<file path="config.mk">
export PLATFORM = sky130hd
export DESIGN_NAME = wb_block_reader_flat
export DESIGN_NICKNAME = d
export VERILOG_FILES = /design/src/rtl/wb_block_reader_if.sv /design/src/rtl/wb_block_reader.sv /design/src/flat_wrapper.sv
export SDC_FILE = /design/constraint.sdc
export NUM_CORES = 1
export LEC_CHECK = 0
export ABC_AREA = 1
export CAP_MARGIN = 20
export CORE_ASPECT_RATIO = 1.1
export CORE_MARGIN = 5
export CORE_UTILIZATION = 53
export DETAILED_ROUTE_END_ITERATION = 10
export GPL_TIMING_DRIVEN = 0
export PLACE_DENSITY_LB_ADDON = 0.1
export SYNTH_ARGS = -nofsm -noshare
export SYNTH_HDL_FRONTEND = slang
export SYNTH_SLANG_ARGS = --single-unit
</file>
<file path="constraint.sdc">
create_clock -name clk -period 2.9 [get_ports clk]
set_input_delay 0.58 -clock clk [delete_from_list [all_inputs] [get_ports clk]]
set_output_delay 0.58 -clock clk [all_outputs]
set_load 0.02 [all_outputs]
</file>
<file path="src/rtl/wb_block_reader_if.sv">
// Wishbone read-master bus bundle used by wb_block_reader.
// The master modport is the reader side; the slave modport is the memory side.
interface wb_block_reader_if;
    logic        wb_cyc;
    logic        wb_stb;
    logic        wb_we;
    logic [31:0] wb_adr;
    logic [3:0]  wb_sel;
    logic [2:0]  wb_cti;
    logic [1:0]  wb_bte;
    logic [31:0] wb_dat_ms;
    logic [31:0] wb_dat_sm;
    logic        wb_ack;
    logic        wb_err;
    logic        wb_rty;

    modport master (
        output wb_cyc, wb_stb, wb_we, wb_adr, wb_sel, wb_cti, wb_bte, wb_dat_ms,
        input  wb_dat_sm, wb_ack, wb_err, wb_rty
    );

    modport slave (
        input  wb_cyc, wb_stb, wb_we, wb_adr, wb_sel, wb_cti, wb_bte, wb_dat_ms,
        output wb_dat_sm, wb_ack, wb_err, wb_rty
    );
endinterface

</file>
<file path="src/rtl/wb_block_reader.sv">
// Wishbone block reader: fetches nb_words consecutive words into a FIFO and streams them out.
// Define WB_BURST_EN for registered incrementing bursts (one word per cycle).
module wb_block_reader #(
    parameter int FIFO_DEPTH = 16,
    parameter int LEN_WIDTH  = 16
) (
    input  logic                 clk,
    input  logic                 rst,
    input  logic                 start,
    input  logic [31:0]          base_adr,
    input  logic [LEN_WIDTH-1:0] nb_words,
    output logic                 busy,
    output logic                 done,
    output logic                 error,
    wb_block_reader_if.master    wb,
    output logic [31:0]          out_data,
    output logic                 out_valid,
    input  logic                 out_ready
);
`ifdef WB_BURST_EN
    localparam bit BURST = 1'b1;
`else
    localparam bit BURST = 1'b0;
`endif
    localparam int AW = $clog2(FIFO_DEPTH);
    localparam int CW = AW + 1;
    localparam int FW = AW + 2;

    typedef enum logic [1:0] {ST_IDLE, ST_REQ, ST_WAIT, ST_DONE} state_t;

    state_t               state_r;
    logic [31:0]          adr_r;
    logic [LEN_WIDTH-1:0] rem_r;
    logic                 cyc_r, stb_r, busy_r, done_r, error_r;
    logic [2:0]           cti_r;
    logic [31:0]          mem_r [FIFO_DEPTH];
    logic [AW-1:0]        wr_ptr_r, rd_ptr_r;
    logic [CW-1:0]        cnt_r;
    logic                 push_s, pop_s;
    logic [FW-1:0]        fill_s;
    logic                 full_after_s, full_after2_s, free2_s;

    // Cycle type for a beat about to be issued; "last" closes the burst.
    function automatic logic [2:0] next_cti(input logic last);
        if (!BURST) next_cti = 3'b000;
        else if (last) next_cti = 3'b111;
        else next_cti = 3'b010;
    endfunction

    // Fill projections are conservative: pops only ever add room.
    always_comb begin
        fill_s        = FW'(cnt_r);
        full_after_s  = (fill_s + FW'(2'd1)) >= FW'(FIFO_DEPTH);
        full_after2_s = (fill_s + FW'(2'd2)) >= FW'(FIFO_DEPTH);
        free2_s       = (fill_s + FW'(2'd2)) <= FW'(FIFO_DEPTH);
    end

    // FIFO push on an acknowledged beat, pop on a stream handshake.
    always_comb begin
        push_s = 1'b0;
        if (!rst && state_r == ST_REQ && stb_r && wb.wb_ack) push_s = 1'b1;
        else push_s = 1'b0;
        pop_s = (cnt_r != {CW{1'b0}}) && out_ready;
    end

    // Control FSM: sequences Wishbone beats and raises the status flags.
    always_ff @(posedge clk) begin
        if (rst) begin
            state_r <= ST_IDLE;
            adr_r   <= 32'd0;
            rem_r   <= {LEN_WIDTH{1'b0}};
            cyc_r   <= 1'b0;
            stb_r   <= 1'b0;
            cti_r   <= 3'b000;
            busy_r  <= 1'b0;
            done_r  <= 1'b0;
            error_r <= 1'b0;
        end else begin
            done_r <= 1'b0;
            case (state_r)
                ST_IDLE: begin
                    if (start) begin
                        adr_r   <= base_adr & 32'hFFFF_FFFC;
                        rem_r   <= nb_words;
                        error_r <= 1'b0;
                        if (nb_words == {LEN_WIDTH{1'b0}}) begin
                            state_r <= ST_DONE;
                            done_r  <= 1'b1;
                        end else if (!free2_s) begin
                            state_r <= ST_WAIT;
                            busy_r  <= 1'b1;
                        end else begin
                            state_r <= ST_REQ;
                            busy_r  <= 1'b1;
                            cyc_r   <= 1'b1;
                            stb_r   <= 1'b1;
                            cti_r   <= next_cti(nb_words == LEN_WIDTH'(1'b1));
                        end
                    end
                end
                ST_REQ: begin
                    if (!stb_r) begin
                        // Gap after a classic ack or a retry: re-issue at the current address.
                        cyc_r <= 1'b1;
                        stb_r <= 1'b1;
                        cti_r <= next_cti(rem_r == LEN_WIDTH'(1'b1) || full_after_s);
                    end else if (wb.wb_ack) begin
                        adr_r <= adr_r + 32'd4;
                        rem_r <= rem_r - LEN_WIDTH'(1'b1);
                        if (rem_r == LEN_WIDTH'(1'b1)) begin
                            state_r <= ST_DONE;
                            done_r  <= 1'b1;
                            busy_r  <= 1'b0;
                            cyc_r   <= 1'b0;
                            stb_r   <= 1'b0;
                            cti_r   <= 3'b000;
                        end else if (BURST ? (cti_r == 3'b111) : full_after_s) begin
                            state_r <= ST_WAIT;
                            cyc_r   <= 1'b0;
                            stb_r   <= 1'b0;
                            cti_r   <= 3'b000;
                        end else if (BURST) begin
                            cti_r <= next_cti(rem_r == LEN_WIDTH'(2'd2) || full_after2_s);
                        end else begin
                            stb_r <= 1'b0;
                        end
                    end else if (wb.wb_err) begin
                        error_r <= 1'b1;
                        state_r <= ST_DONE;
                        done_r  <= 1'b1;
                        busy_r  <= 1'b0;
                        cyc_r   <= 1'b0;
                        stb_r   <= 1'b0;
                        cti_r   <= 3'b000;
                    end else if (wb.wb_rty) begin
                        // A burst is abandoned on retry; classic keeps the cycle open.
                        cyc_r <= !BURST;
                        stb_r <= 1'b0;
                        cti_r <= 3'b000;
                    end else begin
                        stb_r <= 1'b1;
                    end
                end
                ST_WAIT: begin
                    if (free2_s) begin
                        state_r <= ST_REQ;
                        cyc_r   <= 1'b1;
                        stb_r   <= 1'b1;
                        cti_r   <= next_cti(rem_r == LEN_WIDTH'(1'b1) || full_after_s);
                    end else begin
                        state_r <= ST_WAIT;
                    end
                end
                ST_DONE: begin
                    state_r <= ST_IDLE;
                    busy_r  <= 1'b0;
                end
                default: begin
                    state_r <= ST_IDLE;
                    cyc_r   <= 1'b0;
                    stb_r   <= 1'b0;
                    busy_r  <= 1'b0;
                end
            endcase
        end
    end

    // FIFO pointers and occupancy.
    always_ff @(posedge clk) begin
        if (rst) begin
            wr_ptr_r <= {AW{1'b0}};
            rd_ptr_r <= {AW{1'b0}};
            cnt_r    <= {CW{1'b0}};
        end else begin
            if (push_s) wr_ptr_r <= wr_ptr_r + AW'(1'b1);
            if (pop_s) rd_ptr_r <= rd_ptr_r + AW'(1'b1);
            case ({push_s, pop_s})
                2'b10:   cnt_r <= cnt_r + CW'(1'b1);
                2'b01:   cnt_r <= cnt_r - CW'(1'b1);
                default: cnt_r <= cnt_r;
            endcase
        end
    end

    // FIFO storage; contents are don't-care until pushed.
    always_ff @(posedge clk) begin
        if (push_s) mem_r[wr_ptr_r] <= wb.wb_dat_sm;
    end

    assign out_data     = mem_r[rd_ptr_r];
    assign out_valid    = (cnt_r != {CW{1'b0}});
    assign busy         = busy_r;
    assign done         = done_r;
    assign error        = error_r;
    assign wb.wb_cyc    = cyc_r;
    assign wb.wb_stb    = stb_r;
    assign wb.wb_we     = 1'b0;
    assign wb.wb_adr    = adr_r;
    assign wb.wb_sel    = 4'hF;
    assign wb.wb_cti    = cti_r;
    assign wb.wb_bte    = 2'b00;
    assign wb.wb_dat_ms = 32'd0;
endmodule

</file>
<file path="src/flat_wrapper.sv">
// flat-port wrapper written by rule: the top's interface ports become plain ports
module wb_block_reader_flat 
#(
    parameter int FIFO_DEPTH = 16,
    parameter int LEN_WIDTH  = 16
)
  (clk, rst, start, base_adr, nb_words, busy, done, error, out_data, out_valid, out_ready, wb_wb_cyc, wb_wb_stb, wb_wb_we, wb_wb_adr, wb_wb_sel, wb_wb_cti, wb_wb_bte, wb_wb_dat_ms, wb_wb_dat_sm, wb_wb_ack, wb_wb_err, wb_wb_rty);
  wb_block_reader_if wb_i ();
  input  logic clk;
  input  logic rst;
  input  logic start;
  input  logic [31:0] base_adr;
  input  logic [LEN_WIDTH-1:0] nb_words;
  output logic busy;
  output logic done;
  output logic error;
  output logic [31:0] out_data;
  output logic out_valid;
  input  logic out_ready;
  output wire logic [$bits(wb_i.wb_cyc)-1:0] wb_wb_cyc;
  output wire logic [$bits(wb_i.wb_stb)-1:0] wb_wb_stb;
  output wire logic [$bits(wb_i.wb_we)-1:0] wb_wb_we;
  output wire logic [$bits(wb_i.wb_adr)-1:0] wb_wb_adr;
  output wire logic [$bits(wb_i.wb_sel)-1:0] wb_wb_sel;
  output wire logic [$bits(wb_i.wb_cti)-1:0] wb_wb_cti;
  output wire logic [$bits(wb_i.wb_bte)-1:0] wb_wb_bte;
  output wire logic [$bits(wb_i.wb_dat_ms)-1:0] wb_wb_dat_ms;
  input wire logic [$bits(wb_i.wb_dat_sm)-1:0] wb_wb_dat_sm;
  input wire logic [$bits(wb_i.wb_ack)-1:0] wb_wb_ack;
  input wire logic [$bits(wb_i.wb_err)-1:0] wb_wb_err;
  input wire logic [$bits(wb_i.wb_rty)-1:0] wb_wb_rty;
  assign wb_wb_cyc = wb_i.wb_cyc;
  assign wb_wb_stb = wb_i.wb_stb;
  assign wb_wb_we = wb_i.wb_we;
  assign wb_wb_adr = wb_i.wb_adr;
  assign wb_wb_sel = wb_i.wb_sel;
  assign wb_wb_cti = wb_i.wb_cti;
  assign wb_wb_bte = wb_i.wb_bte;
  assign wb_wb_dat_ms = wb_i.wb_dat_ms;
  assign wb_i.wb_dat_sm = wb_wb_dat_sm;
  assign wb_i.wb_ack = wb_wb_ack;
  assign wb_i.wb_err = wb_wb_err;
  assign wb_i.wb_rty = wb_wb_rty;
  wb_block_reader #(.FIFO_DEPTH(FIFO_DEPTH), .LEN_WIDTH(LEN_WIDTH)) u_core (.clk(clk), .rst(rst), .start(start), .base_adr(base_adr), .nb_words(nb_words), .busy(busy), .done(done), .error(error), .wb(wb_i), .out_data(out_data), .out_valid(out_valid), .out_ready(out_ready));
endmodule
</file>
==> flow_metrics.tcl, run 1 <==
set metrics [dict create \
    status "finished with violations" \
    violations "negative setup slack" \
    dieArea_sq_mm 0.0529 \
    detail_route.wl_per_cell_um 23.6 \
    timing.rr.end "u_core.mem_r[11][15]" \
    crit_cells 8 \
    hp-class "register to register" \
    dr.pass1.iters 6 \
    cts.clk_slew.worst_paths_ns 0.06 \
    grt_pass1_wl_um 111000 \
    critical_path_buf_inv_count 4 \
    ys_warn_count 0 \
    synthesis.area_sq_mm 0.0256 \
    wl_um 75300 \
    cts_root_buf "clkbuf_16" \
    maxSlewHeadroom 0.483 \
    period_share 1.03 \
    grt_pass1_vias 17700 \
    max_cap_viol_count 0 \
    p_per_area_mw_per_mm2 889 \
    cp.required_ns 2.32 \
    slew_violations 0 \
    peakVddDrop_v 0.000703 \
    die_x_um 220 \
    criticalPathCategory "register to output port" \
    row_count 84 \
    power_uw 27700 \
    setup_slack_ns -0.0872 \
    synth-simple-area-share 0.0915 \
    slowest_delay_ns 0.41 \
    worst_slew_pin_slew_ns 0.776 \
    insertion_delay_ns 0.62 \
    nets 2607 \
    hold_viol 0 \
    critical_path.top_delay_family "buffers and inverters" \
    worstPathCellList "buf_12 -> buf_12 -> buf_12 -> mux2i_1 -> o21ai_1 -> o211ai_1 -> nand2_1 -> buf_6" \
    io_pins 199 \
    start_kind "register" \
    synth_top_family_by_area "compound AO/OA/AOI/OAI gates" \
    finalSetupViolations 10 \
    start_util 0.536 \
    syn_inst 2206 \
    synth_cell_types 42 \
    layout_common_cells "edfxtp_1 (512), nand2_1 (261), inv_1 (192)" \
    synth_xor_area_frac 0.00513 \
    synthMuxAreaShare 0.0500 \
    ys_ff_latch 582 \
    timing.rr.start "u_core.state_r[1]" \
    r2r.worst_path.cells 10 \
    worst_setup_path_end_kind "output port" \
    area_growth_pct 21.5 \
    htree_num_levels 2 \
    critPathArrivalTime_ns 2.41 \
    antenna_found_initial 2 \
    placed_cell_area_sq_mm 0.0286 \
    fmax_mhz 335 \
    grt_max_degree 25 \
    overflow 0 \
    drc 0 \
    routed_via_density 5.76 \
    holdPathStages 2 \
    cts_tree "yes" \
    crit_end "out_data[26]" \
    drt_iter0_markers 2080 \
    gp_congestion 0.897 \
    cts_buffers 57 \
    crit_slowest_cell "dfxtp_4" \
    period_needed_ns 2.99 \
    rsz0062_at_grt "yes" \
    die_h_um 241 \
    antenna_left 0 \
    drive_gt1_frac 0.139 \
    vias 18400 \
    synth_area_per_cell_sq_um 11.6 \
    reg2reg_slack_ns 0.24 \
    worstPathMaxFanout 8 \
    core_sq_mm 0.0478 \
    cts_sinks 582 \
    synth_compound_area_frac 0.120 \
    yosysSeqAreaShare 0.655 \
    grt_usage 0.281 \
    fin_hold_ws_ns 0.494 \
    worst_path_most_repeated_cell "buf_12" \
    mostFrequentLayoutCell "edfxtp_1" \
    clk_path_buf_depth 3 \
    pre_cts_slack_ns -0.594 \
    fin_area_sq_mm 0.0311 \
    fin_worst_skew_ns 0.0180 \
    io_buffers 151 \
    synthAdderAreaFrac 0.00732 \
    dpl.hpwl_um 49800 \
    p_leak_uw 0.0111 \
    ctsHoldBuffers 0 \
]
Yosys cell counts, drive strengths merged:
library cell	count	area, sq um
clkinv	1	3.75
xnor2	8	70.1
or2	2	12.5
nor2	182	706
edfxtp	512	15400
a31oi	4	25.0
dfxtp	70	1400
nand2	269	1020
a21oi	187	955
o21a	2	15.0
o22ai	2	12.5
ha	15	188
o31ai	1	7.51
o21ai	200	1000
and2	1	6.26
clkbuf	63	236
mux2i	128	1280
inv	194	731
nand3	84	420
nor3	10	50.1
a221oi	1	8.76
buf	102	846
conb	2	7.51
nand3b	13	97.6
nand4	5	31.3
a211oi	6	45.0
xor2	7	61.3
o211ai	135	1010
final cells by class:
| cell class | count | area [sq um] |
|---|---|---|
| Tap cell | 645 | 807 |
| Timing Repair Buffer | 199 | 2280 |
| Antenna cell | 1 | 2.50 |
| Clock inverter | 31 | 270 |
| Fill cell | 3632 | 16700 |
| Buffer | 164 | 1330 |
| Clock buffer | 76 | 1560 |
| Multi-Input combinational cell | 1306 | 7370 |
| Inverter | 195 | 736 |
| Sequential cell | 582 | 16800 |
worst min-delay path by stage:
stage | slack [ns] | end | start
floorplan | 0.46 | register | u_core.rd_ptr_r[2]
global placement | 0.47 | u_core.rd_ptr_r[2] | u_core.rd_ptr_r[2]
detailed placement | 0.47 | u_core.rd_ptr_r[2] | u_core.rd_ptr_r[2]
CTS | 0.49 | register | u_core.rd_ptr_r[2]
global route | 0.52 | u_core.rem_r[5] | u_core.rem_r[5]
finish | 0.49 | register | u_core.rd_ptr_r[2]
logic make-up (layout without fill, tap and decap cells):
kind of cell / Yosys count / count (layout)
xor gates and xnor gates: 15 / 15
other: 2 / 45
AOI/OAI and AO/OA: 538 / 538
and+or+nand+nor: 566 / 566
muxes: 128 / 128
DFF: 582 / 582
buffers and inverters: 360 / 665
adders and majority gates: 15 / 15
tightest hold or removal path, cell delays in order (launching register included):
cell and delay (ns):
dfxtp_1 0.32, inv_1 0.07, a21oi_1 0.06
power breakdown:
part,switching (uW),leakage (uW),internal [uW]
combinational,6360,0.00507,3990
clock,3140,0.000888,4130
sequential,560,0.00518,9520
stage by stage:
| step | instances | util | setup TNS (ns) |
|---|---|---|---|
| final | 3199 | 0.651 | -0.234 |
| after global routing | 3199 | 0.651 | -1.79 |
| after global placement | 3044 | 0.588 | -966.90 |
| after detailed placement | 3062 | 0.599 | -70.09 |
| after floorplan | 2248 | - | -33.17 |
| after CTS | 3187 | 0.646 | -0.735 |
registers in the layout (all words and copies together), names as in the netlist, 2 cells and up, named ones only:
register / flops
u_core.cnt_r: 5
u_core.rem_r: 16
u_core.state_r: 2
u_core.mem_r: 512
u_core.rd_ptr_r: 4
u_core.wr_ptr_r: 4
u_core.wb.wb_adr: 30
metal layers:
metal / GRT usage / part of all wire / vias to the layer above
met5: 0 / 0.00017 / -
met1: 0.389 / 0.40 / 9081
met3: 0.0349 / 0.082 / 129
met4: 0.0828 / 0.027 / 2
met2: 0.472 / 0.49 / 829
li1: - / - / 8398
what timing repair did:
action	CTS	global route
setup endpoints to repair	47	108
resized for setup	269	63
buffers inserted	16	11
pin swaps	30	28
gates cloned	2	2
(Power assumes the default switching activity.)
==> inputs of run 2 (changes only) <==
--- a/config.mk
+++ b/config.mk
@@ -9,9 +9,12 @@
 export CAP_MARGIN = 20
 export CORE_ASPECT_RATIO = 1.1
 export CORE_MARGIN = 5
-export CORE_UTILIZATION = 53
+export CORE_UTILIZATION = 55
+export CTS_BUF_LIST = sky130_fd_sc_hd__clkbuf_4
 export DETAILED_ROUTE_END_ITERATION = 10
+export GPL_ROUTABILITY_DRIVEN = 0
 export GPL_TIMING_DRIVEN = 0
+export HOLD_SLACK_MARGIN = 0.12
 export PLACE_DENSITY_LB_ADDON = 0.1
 export SYNTH_ARGS = -nofsm -noshare
 export SYNTH_HDL_FRONTEND = slang
==> run 2 against run 1 <==
  * First-iteration DRC count down 2.8%
  * Non-clock buffer count down 4
  * Critical path type unchanged
  * Clock skew up 0.027 ns
  * Die area down 3.5%
  * Power up 0.38%
  * Final cell count up 3.0%
  * Utilization up 2.2 points
  * Combinational power about the same
  * Sequential power about the same
  * The run still ends with negative setup slack left
  * Global-route usage up 0.51 points
  * Sequential share of layout area down 0.22 points
==> flow_metrics.tcl, run 2 (same netlist as run 1, synthesis figures left out) <==
set metrics [dict create \
    start_util 0.552 \
    p_per_area_mw_per_mm2 889 \
    criticalPathCategory "register to output port" \
    vias 19100 \
    io_pins 199 \
    grt_pass1_vias 18800 \
    row_count 83 \
    crit_slowest_cell "dfxtp_4" \
    rsz0062_at_grt "yes" \
    sw_frac_of_total 0.369 \
    max_cap_viol_count 0 \
    top_register "u_core.mem_r" \
    power_frac_clock 0.255 \
    peakVddDrop_v 0.000642 \
    cts.clk_slew.worst_paths_ns 0.06 \
    fillers 3525 \
    p_int_uw 17600 \
    drive_gt1_frac 0.191 \
    nets 2692 \
    post-route-util 0.674 \
    dieArea_sq_mm 0.0510 \
    largest_reg_flops 512 \
    grt_usage 0.286 \
    worst_slew_pin_slew_ns 0.719 \
    dpl.hpwl_um 47900 \
    drt_iter0_markers 2022 \
    period_needed_ns 3.22 \
    die_h_um 236 \
    slowest_delay_ns 0.41 \
    antenna_found_initial 2 \
    ctsHoldBuffers 0 \
    status "finished with violations" \
    start_kind "register" \
    clk_path_buf_depth 3 \
    grt_pass1_wl_um 110000 \
    overflow 0 \
    seqPwrFrac 0.363 \
    final-instance-count-excl-fill 3295 \
    p_leak_uw 0.0114 \
    worstPathCellList "buf_12 -> buf_12 -> buf_12 -> mux2i_1 -> o21ai_1 -> o211ai_1 -> nand2_1 -> buf_6" \
    wl_um 74700 \
    fin_hold_ws_ns 0.324 \
    area_growth_pct 22.0 \
    period_share 1.11 \
    placed_cell_area_sq_mm 0.0285 \
    hold_viol 0 \
    layout_common_cells "edfxtp_1 (512), nand2_1 (254), clkbuf_4 (236)" \
    core_sq_mm 0.0464 \
    fmax_mhz 310 \
    io_buffers 151 \
    p_sw_uw 10200 \
    power_uw 27800 \
    detail_route.wl_per_cell_um 22.7 \
    cp.required_ns 2.32 \
    antenna_left 0 \
    cts_root_buf "clkbuf_4" \
    grt_max_degree 26 \
    fin_worst_skew_ns 0.0447 \
    maxSlewHeadroom 0.519 \
    power_frac_comb 0.383 \
    drc 0 \
    hp-class "input port to register" \
    dr.pass1.iters 6 \
    placedCellCount 3010 \
    finalSetupViolations 32 \
    worst_setup_path_end_kind "output port" \
    worst_path_most_repeated_cell "buf_12" \
    routed_via_density 5.81 \
    setup_slack_ns -0.321 \
    mostFrequentLayoutCell "edfxtp_1" \
    cts_sinks 582 \
    htree_num_levels 4 \
    die_x_um 216 \
    fin_area_sq_mm 0.0313 \
    critPathArrivalTime_ns 2.64 \
    worstPathMaxFanout 7 \
    insertion_delay_ns 0.90 \
    cts_tree "yes" \
    violations "negative setup slack" \
    slew_violations 0 \
    cts_buffers 146 \
]
-- run 2: cell type report --
| cell class | instances | area [sq um] | share of cell area |
|---|---|---|---|
| tap | 595 | 744 | 0.0238 |
| clock buffer | 213 | 1600 | 0.0511 |
| buffer | 164 | 1430 | 0.0456 |
| sequential | 582 | 16800 | 0.537 |
| clock inverter | 42 | 318 | 0.0102 |
| multi-input combinational | 1306 | 7400 | 0.237 |
| inverter | 195 | 736 | 0.0235 |
| antenna | 3 | 7.51 | 0.000240 |
| timing repair buffer | 195 | 2250 | 0.0721 |
-- run 2: power by group through the flow --
stage                     Combinational, uW  Clock (uW)  Sequential, uW
after floorplan                        5990           0           10300
after global placement                 9450           0           10200
after detailed placement               9630           0           10200
after CTS                             10300        7170           10100
after global routing                  11400        7680           10100
final                                 10600        7080           10100
-- run 2: per-layer routing --
metal / global-route usage / part of all wire
met5: 0 / 0
met4: 0.118 / 0.039
met3: 0.0614 / 0.10
met2: 0.472 / 0.48
met1: 0.370 / 0.38
-- run 2: final timing paths --
| check | to | slack [ns] | cells after the start | start |
|---|---|---|---|---|
| setup / recovery | out_data[22] | -0.32 | 8 | register |
| setup reg to reg | u_core.mem_r[6][15] | 0.18 | 10 | u_core.state_r[1] |
| hold / removal | u_core.rem_r[2] | 0.32 | 3 | nb_words[2] |
| hold reg to reg | register | 0.49 | 2 | u_core.rd_ptr_r[2] |
-- run 2: through the flow --
stage / setup slack [ns] / TNS [ns]
after detailed placement: -0.647 / -59.83
after global routing: -0.393 / -9.56
after floorplan: -0.107 / -33.17
final: -0.321 / -6.15
after global placement: -2.49 / -921.44
after CTS: -0.324 / -7.99
-- run 2: timing repair --
| action | 4_1_cts | 5_1_grt |
|---|---|---|
| resized for setup | 332 | 49 |
| pin swaps | 34 | 36 |
| buffers inserted | 9 | 11 |
| gates cloned | 5 | 3 |
| endpoints found under the setup margin | 32 | 86 |
-- run 2: critical path: cells and delay by family, from the launching register on --
family | cells | cell delay, ns
buf+inv | 4 | 0.59
simple gates | 1 | 0.15
compound gates | 2 | 0.43
flops | 1 | 0.41
mux | 1 | 0.19
